**src/rtl/fifo_stream_pkg.sv**
```systemverilog
// fifo_stream_pkg: shared state encoding and default widths for the FIFO stream reader.
package fifo_stream_pkg;
  typedef enum logic [1:0] {IDLE, RUN, DRAIN} state_e;
  localparam int DATA_WIDTH_DEF = 32;
  localparam int LEN_WIDTH_DEF  = 16;
endpackage

```
**src/rtl/stream_skid_buf.sv**
```systemverilog
// stream_skid_buf: 2-entry in-order output buffer; head is presented, tail catches the word behind it.
module stream_skid_buf
  import fifo_stream_pkg::*;
#(
  parameter int W = DATA_WIDTH_DEF
) (
  input  logic         clk,
  input  logic         rst,
  input  logic         push_i,
  input  logic [W-1:0] data_i,
  input  logic         pop_i,
  output logic         valid_o,
  output logic [W-1:0] data_o,
  output logic [1:0]   count_o
);
  logic [W-1:0] head_q, head_d, tail_q, tail_d;
  logic [1:0]   cnt_q, cnt_d;
  always_comb begin
    cnt_d  = cnt_q + 2'(push_i) - 2'(pop_i);
    head_d = pop_i ? (cnt_q == 2'd2 ? tail_q : (push_i ? data_i : head_q))
                   : ((cnt_q == 2'd0 && push_i) ? data_i : head_q);
    tail_d = (push_i && cnt_d == 2'd2) ? data_i : tail_q;
  end
  always_ff @(posedge clk) begin
    if (rst) begin
      head_q <= '0;
      tail_q <= '0;
      cnt_q  <= '0;
    end else begin
      head_q <= head_d;
      tail_q <= tail_d;
      cnt_q  <= cnt_d;
    end
  end
  assign valid_o = cnt_q != 2'd0;
  assign data_o  = head_q;
  assign count_o = cnt_q;
endmodule

```
**src/rtl/fifo_stream_reader.sv**
```systemverilog
// fifo_stream_reader: drains a burst of words from a registered-read FIFO onto a valid/ready stream.
// Optional FIFO_STREAM_READER_CNT_EN adds word_cnt, a free-running count of stream transfers.
module fifo_stream_reader
  import fifo_stream_pkg::*;
#(
  parameter int DATA_WIDTH = DATA_WIDTH_DEF,
  parameter int LEN_WIDTH  = LEN_WIDTH_DEF
) (
  input  logic                  clk,
  input  logic                  rst,
  input  logic                  start,
  input  logic [LEN_WIDTH-1:0]  burst_len,
  output logic                  busy,
  output logic                  done,
  output logic                  fifo_rd_cs,
  output logic                  fifo_rd_en,
  input  logic [DATA_WIDTH-1:0] fifo_data,
  input  logic                  fifo_empty,
  output logic                  m_valid,
  output logic [DATA_WIDTH-1:0] m_data,
  output logic                  m_last,
  input  logic                  m_ready
`ifdef FIFO_STREAM_READER_CNT_EN
  , output logic [31:0]         word_cnt
`endif
);
  state_e               state_q, state_d;
  logic [LEN_WIDTH-1:0] issue_rem_q, issue_rem_d, out_rem_q, out_rem_d;
  logic                 inflight_q, done_q, done_d, rd, pop, start_ok;
  logic [1:0]           buf_cnt;
  logic [2:0]           level;
  stream_skid_buf #(.W(DATA_WIDTH)) u_buf (
    .clk     (clk),
    .rst     (rst),
    .push_i  (inflight_q),
    .data_i  (fifo_data),
    .pop_i   (pop),
    .valid_o (m_valid),
    .data_o  (m_data),
    .count_o (buf_cnt)
  );
  always_ff @(posedge clk) begin
    if (rst) begin
      state_q     <= IDLE;
      issue_rem_q <= '0;
      out_rem_q   <= '0;
      inflight_q  <= 1'b0;
      done_q      <= 1'b0;
    end else begin
      state_q     <= state_d;
      issue_rem_q <= issue_rem_d;
      out_rem_q   <= out_rem_d;
      inflight_q  <= rd;
      done_q      <= done_d;
    end
  end
  // Occupancy counts words already in flight, minus the one leaving this cycle, so reads never overfill the buffer.
  always_comb begin
    pop      = m_valid && m_ready;
    start_ok = state_q == IDLE && start;
    level    = 3'(buf_cnt) + 3'(inflight_q) - 3'(pop);
    rd       = !rst && state_q == RUN && !fifo_empty && issue_rem_q != '0 && level < 3'd2;
    state_d  = state_q == IDLE ? ((start && burst_len != '0) ? RUN : IDLE)
             : state_q == RUN  ? ((rd && issue_rem_q == LEN_WIDTH'(1)) ? DRAIN : RUN)
             : ((buf_cnt == 2'd0 && !inflight_q) ? IDLE : DRAIN);
    issue_rem_d = start_ok ? burst_len : issue_rem_q - LEN_WIDTH'(rd);
    out_rem_d   = start_ok ? burst_len : out_rem_q - LEN_WIDTH'(pop);
    done_d      = (start_ok && burst_len == '0) || (state_q == DRAIN && state_d == IDLE);
  end
  always_comb begin
    busy       = state_q != IDLE;
    done       = done_q;
    fifo_rd_en = rd;
    fifo_rd_cs = rd;
    m_last     = m_valid && out_rem_q == LEN_WIDTH'(1);
  end
`ifdef FIFO_STREAM_READER_CNT_EN
  logic [31:0] word_cnt_q;
  always_ff @(posedge clk) begin
    if (rst) word_cnt_q <= '0;
    else word_cnt_q <= word_cnt_q + 32'(pop);
  end
  assign word_cnt = word_cnt_q;
`endif
endmodule

```
**config.mk**
```make
export PLATFORM = sky130hd
export DESIGN_NAME = fifo_stream_reader
export DESIGN_NICKNAME = d
export VERILOG_FILES = /design/src/rtl/fifo_stream_pkg.sv /design/src/rtl/stream_skid_buf.sv /design/src/rtl/fifo_stream_reader.sv
export SDC_FILE = /design/constraint.sdc
export NUM_CORES = 1
export LEC_CHECK = 0
export CORE_MARGIN = 8
export CORE_UTILIZATION = 30
export CTS_CLUSTER_SIZE = 24
export DETAILED_ROUTE_END_ITERATION = 8
export SYNTH_ARGS = -nofsm -noshare
export SYNTH_HDL_FRONTEND = slang
export SYNTH_SLANG_ARGS = --single-unit
export TNS_END_PERCENT = 5
```
**constraint.sdc**
```tcl
create_clock -name clk -period 8 [get_ports clk]
set_input_delay 2 -clock clk [delete_from_list [all_inputs] [get_ports clk]]
set_output_delay 2 -clock clk [all_outputs]
set_load 0.01 [all_outputs]
```
After elaboration in Yosys (flattened, before gate mapping) --
Index checks and enable logic that the tools add are counted.
Word-level totals: bits in registers 102, input port bits 53, output and inout port bits 38, logic and storage cells 61
Operators by class: add/subtract/negate cells 6, $lt $le $gt $ge 1, equality and inequality tests 7, multiplexer cells 11, reductions and logical operators 28
Operator list (number):
- $mux W32 | 4
- $eq A16 B1 Y1 const B | 2
- $mux W16 | 2
- $reduce_bool A16 Y1 | 2
- $sub A16 B1 Y16 | 2
- $logic_not A16 Y1 | 1
- $logic_and A1 B1 Y1 | 14
- $mux W2 | 4
- $eq A2 B2 Y1 const B | 3
- $logic_not A2 Y1 | 3
- $reduce_bool A2 Y1 | 3
- $add A2 B1 Y3 | 1
- $logic_not A1 Y1 | 3
- $lt A3 B2 Y1 const B | 1
- $ne A3 B3 Y1 const B | 1
- $sub A3 B1 Y3 | 1
- $add A2 B1 Y2 | 1
- $eq A2 B1 Y1 const B | 1
- $reduce_and A2 Y1 | 1
- $sub A2 B1 Y2 | 1
- $logic_or A1 B1 Y1 | 1
- $mux W1 | 1

Depth between registers and ports, before layout --
depth in word-level cells 12, mapped depth 16, gate-level depth less buffers 14

Hierarchy --
Synthesis repeated with hierarchy kept, for this count alone.
Unflattened totals: cell total of the unflattened synthesis 511, area, all modules 4944.7 um^2
By module, submodules not included:
- stream_skid_buf | times used 1, cells each 301, area each 3075.4 um^2
- fifo_stream_reader | times used 1, cells each 210, area each 1869.3 um^2

Least setup slack after synthesis --
OpenSTA, ideal clock, no wires.
path type in2out, start in m_ready, end out fifo_rd_en, arrival 4.654 ns, data required time 6.000 ns, setup slack 1.346 ns, stages 9, cells stage by stage nand3_1 > clkbuf_1 > clkbuf_1 > o21ai_0 > ha_1 > fa_1 > or4_1 > nor2_1 > buf_4
Between the ends: longest elaborated chain between the ends 4
Ends and longest elaborated chain:
- from (decl) | RTL line fifo_stream_reader.sv:22 | input logic m_ready
- $logic_and A1 B1 Y1 | RTL line fifo_stream_reader.sv:59 | pop = m_valid && m_ready;
- $sub A3 B1 Y3 | RTL line fifo_stream_reader.sv:61 | level = 3'(buf_cnt) + 3'(inflight_q) - 3'(pop);
- via level[1] | RTL line fifo_stream_reader.sv:31 | logic [2:0] level;
- $lt A3 B2 Y1 | RTL line fifo_stream_reader.sv:62 | rd = !rst && state_q == RUN && !fifo_empty && issue_rem_q != '0 && level < 3'd2;
- $logic_and A1 B1 Y1 | RTL line fifo_stream_reader.sv:62
- to (decl) | RTL line fifo_stream_reader.sv:16 | output logic fifo_rd_en,
The timed path passes the listed nets, and every way through them passes these cells.

Final worst setup path --
start in m_ready, end out fifo_rd_cs
Between the ends: longest elaborated chain between the ends 4
Ends and longest elaborated chain:
- $logic_and A1 B1 Y1 | RTL line fifo_stream_reader.sv:59
- $sub A3 B1 Y3 | RTL line fifo_stream_reader.sv:61
- via level[1] | RTL line fifo_stream_reader.sv:31
- $lt A3 B2 Y1 | RTL line fifo_stream_reader.sv:62
- $logic_and A1 B1 Y1 | RTL line fifo_stream_reader.sv:62
- to (decl) | RTL line fifo_stream_reader.sv:15 | output logic fifo_rd_cs,
The timed path passes the listed nets, and every way through them passes these cells.

==> impl_metrics.tcl <==
set metrics [dict create \
    cp-start-kind "primary input" \
    endpoint_kind "primary output" \
    drtIter0Drc 218 \
    p_int_mw 0.884 \
    n_fill_cell 1435 \
    postCtsSetupBuffers 0 \
    dr.pass1.iters 4 \
    synth_fp_nets 568 \
    clockRootBuffer "clkbuf_16" \
    syn-cell-area_sq_um 4430 \
    r2r_setup_slack_ps 4060 \
    hold_violations 0 \
    cap_violations 0 \
    finalSetupViolations 0 \
    synth_seq_cells 102 \
    crit_arrival_ps 5090 \
    ir_drop_mv 0.104 \
    layout-area-overhead-vs-synth_pct 30.6 \
    met3_usage_pct 5.65 \
    synth_cell_type_count 38 \
    path_cells "clkdlybuf4s50_1, nand3_2, buf_4, fa_1, or4_1, nor2_1, clkdlybuf4s50_1" \
    clockBufferDepth 2 \
    synth_top_area_share_pct 46.1 \
    io_pins 91 \
    synthTopCellsByCount "dfxtp_1 (102), nand2_1 (71), a21oi_1 (57), nor2_1 (49), a211oi_1 (36)" \
    cts_buffers 9 \
    hold_path_end "u_buf.tail_q[2]" \
    p_leak_nw 2.13 \
    holdPathStages 2 \
    pwr-share-seq_pct 47.1 \
    clkTransAtPathRegs_ps 70 \
    cts_resized 0 \
    synth_warnings 0 \
    clock_latency_ps 350 \
    drive_gt1_share_pct 5.30 \
    max_stage_delay_ps 590 \
    dieArea_sq_um 18900 \
    power.total_mw 1.21 \
    antenna_found_initial 1 \
    grt_pass1_vias 3925 \
    critical_path.n_buffers_inverters 3 \
    power_density_nw_per_um2 209 \
    grt_use_met2_pct 20.3 \
    fin_crit_sh_pct 88.7 \
    synth_edf_count 0 \
    synth_area_per_cell_sq_um 8.72 \
    synth_most_common_cell "dfxtp_1" \
    finClkSkew_ps 9.25 \
    hpwl_um 8320 \
    yosys.area.top_type "dfxtp_1" \
    cts_htree_levels 3 \
    p_switching_mw 0.324 \
    die_h_um 138 \
    slew_headroom_pct 43.0 \
    diodes 0 \
    viasPerCell 4.99 \
    fin_nets 640 \
    ant_nets 0 \
    io_buffers 90 \
    reg2reg_from "u_buf.count_o[0]" \
    route.detailed.drc 0 \
    core_sq_um 14500 \
    crit_required_ps 6000 \
    initial_core_util_pct 30.6 \
    slew_violations 0 \
    gp_congestion 0.829 \
    overflow 0 \
    min_path_type "register to register" \
    yosysSeqAreaShare_pct 46.1 \
    vias 3838 \
    post_drt_wl_per_cell_um 15.4 \
    worst_pin_slew_ps 854 \
    cts_sinks 102 \
    cpMostUsedCell "clkdlybuf4s50_1" \
    r2r-end "issue_rem_q[13]" \
    crit_slowest_cell "clkdlybuf4s50_1" \
    met1_usage_pct 15.4 \
    crit_family "buffers and inverters" \
    synth_area_leaders "dfxtp_1 (46%), mux2i_1 (7.5%), a21oi_1 (6.4%), a211oi_1 (6.1%), nand2_1 (6.0%)" \
    die_w_um 138 \
    synth_flop_cell "dfxtp_1" \
    grt_pass1_wl_um 19100 \
    reg2regPathDepth 11 \
    async_reset_ff_share_pct 0 \
    fmax_mhz 141 \
    rows 44 \
    tritoncts "yes" \
    wirelength_um 11900 \
    min_period_ps 7090 \
    status "completed" \
    busiest_layer "met2" \
    syn_inst 508 \
    crit_type "primary input to primary output" \
    grt_start_max_net_pins 88 \
    fin_tns_setup_ps 0 \
    clockPowerShare_pct 37.4 \
    cts-hold-fix-buffers 0 \
    min_from "u_buf.tail_q[2]" \
    p_sw_share_pct 26.8 \
    worstPathMaxFanout 33 \
    rsz0062_at_grt "false" \
    p_comb_share_pct 15.5 \
    grtUsageTotal_pct 12.8 \
]
-- power by group through the flow --
| stage | combinational (mW) | clock (mW) | sequential [mW] |
|---|---|---|---|
| after floorplan | 0.0968 | 0 | 0.580 |
| after CTS | 0.190 | 0.464 | 0.568 |
| final | 0.187 | 0.452 | 0.568 |
| after detailed placement | 0.189 | 0 | 0.579 |
| after global placement | 0.186 | 0 | 0.578 |
| after global routing | 0.207 | 0.483 | 0.573 |
-- worst max path at each step --
stage / start / end / cells after the start
finish: m_ready / fifo_rd_cs / 7
global route: m_ready / fifo_rd_cs / 7
CTS: m_ready / fifo_rd_cs / 7
detailed placement: m_ready / fifo_rd_cs / 7
global placement: m_ready / fifo_rd_cs / 7
floorplan: m_ready / fifo_rd_en / 9
-- layout make-up --
class | count | area, sq um | share of cell area [%]
inverter | 10 | 37.5 | 0.649
timing repair buffer | 95 | 933 | 16.1
tap | 184 | 230 | 3.98
multi-input combinational | 362 | 2240 | 38.7
clock inverter | 6 | 76.3 | 1.32
clock buffer | 10 | 229 | 3.96
sequential | 102 | 2040 | 35.3
-- metal layers --
metal	wire, um	vias up	part of all wire (%)
li1	-	1924	-
met1	5440	1812	46
met2	5330	90	45
met3	967	10	8.2
met4	99	2	0.84
met5	13	-	0.11
-- worst register-to-register path: cells and delay by family (launching register included) --
kind / cells / cell delay, ps
AND/OR/NAND/NOR: 5 / 1740
adder cells (fa/ha/maj): 2 / 830
buffers and inverters: 2 / 590
flip-flops: 1 / 400
XOR/XNOR: 1 / 170
AO/OA/AOI/OAI: 1 / 80
-- registers in the layout, indices dropped and copies added, names as in the netlist --
register       cells
u_buf.data_o      32
u_buf.tail_q      32
issue_rem_q       16
out_rem_q         16
state_q            2
u_buf.count_o      2
done               1
inflight_q         1
-- through the flow --
| step | setup WS [ps] | hold WS [ps] | cells | util (%) | area (sq um) |
|---|---|---|---|---|---|
| after detailed placement | 886 | 446 | 753 | 37.9 | 5480 |
| after global placement | 953 | 441 | 753 | 37.9 | 5480 |
| after CTS | 902 | 456 | 769 | 40.0 | 5790 |
| after floorplan | 1350 | 436 | 508 | - | 4430 |
| after global routing | 778 | 479 | 769 | 40.0 | 5790 |
| final | 907 | 456 | 769 | 40.0 | 5790 |
-- placed cells by master, fill, tap and decap left out, drive strengths merged, types with 2 or more instances in the layout --
cell,n
a211oi,36
a21oi,57
a31oi,3
buf,6
clkbuf,10
clkdlybuf4s50,89
clkinvlp,2
dfxtp,102
ha,6
inv,13
mux2i,33
nand2,71
nand2b,3
nand3,6
nand4,3
nor2,49
nor2b,2
nor3,7
nor4,17
o21ai,3
o21bai,14
o31ai,2
or2,2
or3,3
or4,8
or4b,2
xnor2,17
xor2,9
-- cells by family after synthesis --
kind of cell	Yosys count	synth area share, %
compound gates	118	16.6
xor+xnor	26	5.14
fa+ha+maj	7	2.15
buf+inv	44	3.81
flops	102	46.1
mux	33	7.46
simple gates	178	18.8
Power figures use the tool's default switching activity.
